File: src/rtl/alu_scheduler_pkg.sv
// alu_scheduler_pkg
//   Shared definitions for the ALU and its clients: command codes, flag bit
//   positions, and the scheduler state encoding.
//   No ports (package).
package alu_scheduler_pkg;

   // ALU command codes; every 3-bit value is a legal command.
   typedef enum logic [2:0] {
      CMD_ADD  = 3'd0,
      CMD_SUB  = 3'd1,
      CMD_XOR  = 3'd2,
      CMD_SLT  = 3'd3,
      CMD_AND  = 3'd4,
      CMD_NAND = 3'd5,
      CMD_NOR  = 3'd6,
      CMD_OR   = 3'd7
   } alu_cmd_e;

   // Bit positions inside the 3-bit {overflow, zero, carryout} flag vector.
   localparam int unsigned FLAG_OVF  = 2;
   localparam int unsigned FLAG_ZERO = 1;
   localparam int unsigned FLAG_COUT = 0;

   // Settle counter width; covers SETTLE_CYCLES up to 255.
   localparam int unsigned CNT_W = 8;

   typedef enum logic [1:0] {
      ST_IDLE   = 2'd0,
      ST_SETTLE = 2'd1,
      ST_RESP   = 2'd2
   } sched_state_e;

   // Assemble the flag vector in its documented bit order.
   function automatic logic [2:0] pack_flags(input logic ovf,
                                             input logic zero,
                                             input logic cout);
      logic [2:0] f;
      f            = '0;
      f[FLAG_OVF]  = ovf;
      f[FLAG_ZERO] = zero;
      f[FLAG_COUT] = cout;
      return f;
   endfunction

endpackage

File: src/rtl/rr_arb2.sv
// rr_arb2
//   Combinational two-way round-robin grant. With a single requester valid
//   that requester wins; with both valid the one not served last wins.
//   Ports:
//     valid0_i, valid1_i  request valids
//     last_grant_i        requester served most recently
//     grant_o             index of the winning requester
//     grant_valid_o       at least one requester is valid
module rr_arb2 (
   input  logic valid0_i,
   input  logic valid1_i,
   input  logic last_grant_i,
   output logic grant_o,
   output logic grant_valid_o
);

   always_comb begin
      grant_valid_o = valid0_i | valid1_i;
      grant_o       = 1'b0;
      if (valid0_i && valid1_i) begin
         grant_o = ~last_grant_i;
      end else if (valid1_i) begin
         grant_o = 1'b1;
      end
   end

endmodule

File: src/rtl/alu_scheduler.sv
// alu_scheduler
//   Time-shares one external 32-bit ALU between two requesters. A request is
//   accepted in IDLE (round-robin on ties), its operands are registered onto
//   the ALU inputs, the block waits SETTLE_CYCLES for the ripple logic to
//   settle, captures result and flags, and returns them on the owner's
//   response channel.
//   Ports:
//     clk, rst_n                     clock, async active-low reset
//     reqN_valid/_ready/_a/_b/_cmd   request channels (N = 0, 1)
//     respN_valid/_ready             response handshakes
//     resp_result, resp_flags        captured result / {ovf, zero, cout}
//     alu_a, alu_b, alu_cmd          registered operands to the ALU
//     alu_result, alu_carryout,
//     alu_zero, alu_overflow         ALU outputs
//     busy                           high in SETTLE or RESP
module alu_scheduler
   import alu_scheduler_pkg::*;
#(
   parameter int unsigned SETTLE_CYCLES = 4
) (
   input  logic        clk,
   input  logic        rst_n,
   input  logic        req0_valid,
   output logic        req0_ready,
   input  logic [31:0] req0_a,
   input  logic [31:0] req0_b,
   input  logic [2:0]  req0_cmd,
   input  logic        req1_valid,
   output logic        req1_ready,
   input  logic [31:0] req1_a,
   input  logic [31:0] req1_b,
   input  logic [2:0]  req1_cmd,
   output logic        resp0_valid,
   input  logic        resp0_ready,
   output logic        resp1_valid,
   input  logic        resp1_ready,
   output logic [31:0] resp_result,
   output logic [2:0]  resp_flags,
   output logic [31:0] alu_a,
   output logic [31:0] alu_b,
   output logic [2:0]  alu_cmd,
   input  logic [31:0] alu_result,
   input  logic        alu_carryout,
   input  logic        alu_zero,
   input  logic        alu_overflow,
   output logic        busy
);

   localparam logic [CNT_W-1:0] CNT_LOAD = CNT_W'(SETTLE_CYCLES - 1);

   sched_state_e     state_q, state_d;
   logic             last_grant_q, last_grant_d;
   logic             owner_q, owner_d;
   logic [CNT_W-1:0] cnt_q, cnt_d;
   logic [31:0]      a_q, a_d, b_q, b_d, res_q, res_d;
   logic [2:0]       cmd_q, cmd_d, flags_q, flags_d;

   logic grant, grant_valid, in_idle;

   rr_arb2 u_arb (
      .valid0_i      (req0_valid),
      .valid1_i      (req1_valid),
      .last_grant_i  (last_grant_q),
      .grant_o       (grant),
      .grant_valid_o (grant_valid)
   );

   // Gated with rst_n so ready cannot rise while reset is held.
   assign in_idle    = rst_n && (state_q == ST_IDLE);
   assign req0_ready = in_idle && grant_valid && !grant;
   assign req1_ready = in_idle && grant_valid && grant;

   assign resp0_valid = (state_q == ST_RESP) && !owner_q;
   assign resp1_valid = (state_q == ST_RESP) && owner_q;
   assign busy        = (state_q != ST_IDLE);

   assign alu_a       = a_q;
   assign alu_b       = b_q;
   assign alu_cmd     = cmd_q;
   assign resp_result = res_q;
   assign resp_flags  = flags_q;

   always_comb begin
      state_d      = state_q;
      last_grant_d = last_grant_q;
      owner_d      = owner_q;
      cnt_d        = cnt_q;
      a_d          = a_q;
      b_d          = b_q;
      cmd_d        = cmd_q;
      res_d        = res_q;
      flags_d      = flags_q;
      case (state_q)
         ST_IDLE: begin
            // Ready is asserted exactly when a grant exists, so a grant is an accept.
            if (grant_valid) begin
               a_d          = grant ? req1_a   : req0_a;
               b_d          = grant ? req1_b   : req0_b;
               cmd_d        = grant ? req1_cmd : req0_cmd;
               last_grant_d = grant;
               owner_d      = grant;
               cnt_d        = CNT_LOAD;
               state_d      = ST_SETTLE;
            end
         end
         ST_SETTLE: begin
            if (cnt_q == '0) begin
               res_d   = alu_result;
               flags_d = pack_flags(alu_overflow, alu_zero, alu_carryout);
               state_d = ST_RESP;
            end else begin
               cnt_d = cnt_q - CNT_W'(1);
            end
         end
         ST_RESP: begin
            if (owner_q ? resp1_ready : resp0_ready) begin
               state_d = ST_IDLE;
            end
         end
         default: state_d = ST_IDLE;
      endcase
   end

   always_ff @(posedge clk or negedge rst_n) begin
      if (!rst_n) begin
         state_q      <= ST_IDLE;
         last_grant_q <= 1'b1;
         owner_q      <= 1'b0;
         cnt_q        <= '0;
         a_q          <= '0;
         b_q          <= '0;
         cmd_q        <= '0;
         res_q        <= '0;
         flags_q      <= '0;
      end else begin
         state_q      <= state_d;
         last_grant_q <= last_grant_d;
         owner_q      <= owner_d;
         cnt_q        <= cnt_d;
         a_q          <= a_d;
         b_q          <= b_d;
         cmd_q        <= cmd_d;
         res_q        <= res_d;
         flags_q      <= flags_d;
      end
   end

endmodule

File: config.mk
export PLATFORM = sky130hd
export DESIGN_NAME = alu_scheduler
export DESIGN_NICKNAME = d
export VERILOG_FILES = /design/src/rtl/alu_scheduler_pkg.sv /design/src/rtl/rr_arb2.sv /design/src/rtl/alu_scheduler.sv
export SDC_FILE = /design/constraint.sdc
export NUM_CORES = 1
export LEC_CHECK = 0
export BUFFER_PORTS_ARGS = -buffer_cell sky130_fd_sc_hd__buf_2
export CORE_UTILIZATION = 40
export CTS_CLUSTER_DIAMETER = 100
export DETAILED_ROUTE_END_ITERATION = 10
export GPL_TIMING_DRIVEN = 0
export MAX_ROUTING_LAYER = met4
export PLACE_DENSITY_LB_ADDON = 0.15
export SLEW_MARGIN = 20
export SYNTH_ARGS = -nofsm -noshare
export SYNTH_HDL_FRONTEND = slang
export SYNTH_SLANG_ARGS = --single-unit
File: constraint.sdc
create_clock -name clk -period 2.5 [get_ports clk]
set_input_delay 0.25 -clock clk [delete_from_list [all_inputs] [get_ports clk]]
set_output_delay 0.25 -clock clk [all_outputs]
set_load 0.02 [all_outputs]
==> summary.md <==
| Metric | Value |
|---|---|
| Leading cell type in the layout, fill and taps excluded | sky130_fd_sc_hd__buf_2 |
| Final Hold Vio Count | 0 |
| Detail Route met2 WL | 7034 µm |
| Count of placed standard cells including taps | 884 |
| Unique masters post-synth | 42 |
| Layout cell share with drive strength beyond 1 | 49.40% |
| Max Cap Violations | 0 |
| Max Clk Rate | 430.7 MHz |
| Number of violations reported at the end of detailed-routing iteration 0 | 149 |
| Fill cell total of the finished layout | 1122 |
| R2R setup slack | 0.31 ns |
| Setup bufs post-CTS | 0 |
| Uppermost signal routing layer after detailed routing | met4 |
| Number of global-route vias before repair | 4258 |
| Post-layout instance count excluding filler cells | 918 |
| First-pass iteration count of the detailed router | 4 |
| Clock group share of total power | 24.2% |
| EDFF count, synth | 0 |
| Initial core utilization | 40.89% |
| Synthesis warning total | 0 |
| ANT nets after route | 0 |
| Total number of nets in the final design | 909 |
| Syn Area/Cell | 12.00 µm² |
| Transition time at the pin with the least slew margin | 0.5584 ns |
| Maximum VDD drop | 477.4 µV |
| Number of primary I/O pins | 282 |
| Highest net fanout along the worst path | 10 |
| Most used cells in the layout excluding fill and tap cells | sky130_fd_sc_hd__buf_2 (289), sky130_fd_sc_hd__dfrtp_1 (113), sky130_fd_sc_hd__o21ai_0 (72) |
| DRC Markers | 0 |
| Synth area leader | sky130_fd_sc_hd__dfrtp_1 |
| Routed via count | 4401 |
| Multi-input gate area | 2123 µm² |
| Area of the core | 12620 µm² |
| Number of standard-cell rows in the floorplan | 41 |
| Clock skew | 0.008927 ns |
| All-Layer GR Usage | 22.42% |
| Clk slew on worst S/H paths | 0.05 ns |
| Category of the worst setup path launch point | flop |
| Hold Crit Depth | 2 |
| Final-layout setup total negative slack | 0 ns |
| Switching pwr | 3.455 mW |
| Required arrival time at the worst endpoint | 2.25 ns |
| Ratio of final minimum period to clock period | 92.88% |
| Wire length per cell after detailed routing | 15.63 µm |
| Vertical extent of the die | 115.6 µm |
| Power per unit of standard cell area | 1221 nW/µm² |
| Result of the run | completed |
| Die W | 115.6 µm |
| Synthesized netlist cell count | 430 |
| Post-synthesis register bit count | 114 |
| Deepest level of the CTS H-tree | 4 |
| Routed wire length on met3 | 1239 µm |
| Wire length of the first global-routing pass | 21590 µm |
| Power Internal | 5.529 mW |
| Critical path class | reg -> out |
| Total overflow reported by the global router | 0 |
| Type of the worst min-delay path | in -> reg |
| Slew margin rel. | 62.77% |
| Root buffer selected by CTS | sky130_fd_sc_hd__clkbuf_16 |
| Post-Route M1 WL | 5845 µm |
| Worst Reg2Reg Path Length in Cells | 7 |
| RSZ-0062 raised after global routing | false |
| Final Routed Wirelength | 14350 µm |
| Share of synthesized registers carrying an async set or reset | 100.0% |
| Nets in the synthesized netlist | 607 |
| Switch share | 38.46% |
| Leakage power summed over all cells | 4.015 nW |
| Max Slew Vio Count | 0 |
| Final GP Congestion | 0.7992 |
| Growth of design area from synthesis to finish | 42.60% |
| Arrival time of the worst setup path | 2.07 ns |
| CTS sink count | 114 |
| Seq pwr share | 34.9% |
| Die ar. | 13360 µm² |
| Input/output buffers | 281 |
| Sequential cell area in the final layout | 2854 µm² |
| Number of setup violations in the final report | 0 |
| Share of synthesized area occupied by flip-flops and latches | 55.31% |
| Clk Latency, worst-skew pair | 0.41 ns |
| Number of antenna violations at the first check in global routing | 1 |
| Largest net degree at the start of global routing | 64 |
| Post-synth design cell area | 5160 µm² |
| Design Power | 8.983 mW |
| Period minus WS final | 2.322 ns |
| Capturing element type of the critical path | primary output |
| CTS tree | built |
| Top cells by area, synth | sky130_fd_sc_hd__dfrtp_1 (55%), sky130_fd_sc_hd__mux2i_1 (13%), sky130_fd_sc_hd__mux2_4 (8.7%) |
| End-of-flow core utilization | 58.31% |
| Predominant post-synthesis flop cell | sky130_fd_sc_hd__dfrtp_1 |
| Area share of the leading cell type in the synthesized netlist | 54.80% |
| Sum of net half-perimeters after detailed placement | 10810 µm |
| CTS Buf Count | 17 |
| Part of the power in combinational logic | 40.9% |
| Ratio of routed vias to standard cells | 4.794 |
| CTS max path bufs | 2 |
==> logic make-up after synthesis <==
logic type | count (synthesis) | share of synthesized area [%]
muxes | 105 | 23.45
xor gates and xnor gates | 1 | 0.1698
buffers and inverters | 31 | 3.540
and+or+nand+nor | 92 | 8.294
AOI/OAI and AO/OA | 85 | 8.754
adders and majority gates | 2 | 0.4849
DFF | 114 | 55.31
==> layout make-up <==
class / count / share of cell area, %
flip-flops and latches: 114 / 38.79
multi-input cells: 285 / 28.86
repair buffers: 283 / 19.71
clock buffers: 20 / 5.934
well taps: 172 / 2.925
plain buffers: 27 / 2.296
clock inverters: 12 / 1.258
inverters: 4 / 0.2040
diodes: 1 / 0.03401
==> power by group through the flow <==
stage / clock network (mW) / logic [mW] / registers, mW
floorplan: 0 / 1.47 / 4.03
global placement: 0 / 3.64 / 3.12
detailed placement: 0 / 3.71 / 3.16
CTS: 2.22 / 3.72 / 3.14
global route: 2.32 / 4.01 / 3.24
finish: 2.17 / 3.67 / 3.14
==> layer usage <==
metal / vias up / global-route usage, %
met5: - / -
met4: 0 / 8.398
met3: 18 / 7.636
met2: 199 / 36.69
met1: 2072 / 25.37
li1: 2112 / -
==> state kept, by name, indices dropped and copies added (netlist names) <==
name,count
resp_flags,3
alu_a,32
cnt_q,8
state_q,2
resp_result,32
owner_q,1
alu_b,32
alu_cmd,3
last_grant_q,1
==> path summary, 6_finish.rpt <==
| check | from | endpoint |
|---|---|---|
| max in group asynchronous | rst_n | resp_result[9] |
| hold reg to reg | alu_b[30] | alu_b[30] |
| setup reg to reg | state_q[0] | alu_b[21] |
| hold / removal | req0_valid | last_grant_q |
| min in group asynchronous | rst_n | resp_result[13] |
| setup / recovery | last_grant_q | req1_ready |
==> critical path, stage by stage, from the launching register on <==
cell and delay (ns):
sky130_fd_sc_hd__dfstp_2 0.37, sky130_fd_sc_hd__a21boi_0 0.17, sky130_fd_sc_hd__clkbuf_1 0.40, sky130_fd_sc_hd__buf_2 0.38, sky130_fd_sc_hd__and3_1 0.19, sky130_fd_sc_hd__buf_2 0.16
==> cell usage after synthesis (3+ instances only) <==
cell type                  number
sky130_fd_sc_hd__o21ai_0       72
sky130_fd_sc_hd__dfrtp_1      113
sky130_fd_sc_hd__mux2i_1       68
sky130_fd_sc_hd__buf_12         3
sky130_fd_sc_hd__nor2_1         3
sky130_fd_sc_hd__clkbuf_1      13
sky130_fd_sc_hd__inv_1          4
sky130_fd_sc_hd__mux2_4        30
sky130_fd_sc_hd__buf_2          8
sky130_fd_sc_hd__nand2_1       70
sky130_fd_sc_hd__mux2_2         7
sky130_fd_sc_hd__a21oi_1        3
sky130_fd_sc_hd__o211ai_1       3
==> metrics by stage <==
step | area, µm² | setup slack, ns | hold WS, ns
2_1_floorplan | 5160 | 0.5775 | -0.04559
6_report | 7358 | 0.1780 | 0.05163
3_3_place_gp | 6782 | -0.5054 | 0.4551
4_1_cts | 7356 | 0.07838 | 0.02547
5_1_grt | 7358 | 0.002016 | 0.03619
3_5_place_dp | 6815 | 0.2380 | 0.2400
==> timing repair <==
action	CTS	global route
hold buffers	1	0
setup endpoints to repair	2	0
endpoints found under the hold margin	50	0
resized for setup	1	0
Power figures use the tool's default switching activity.
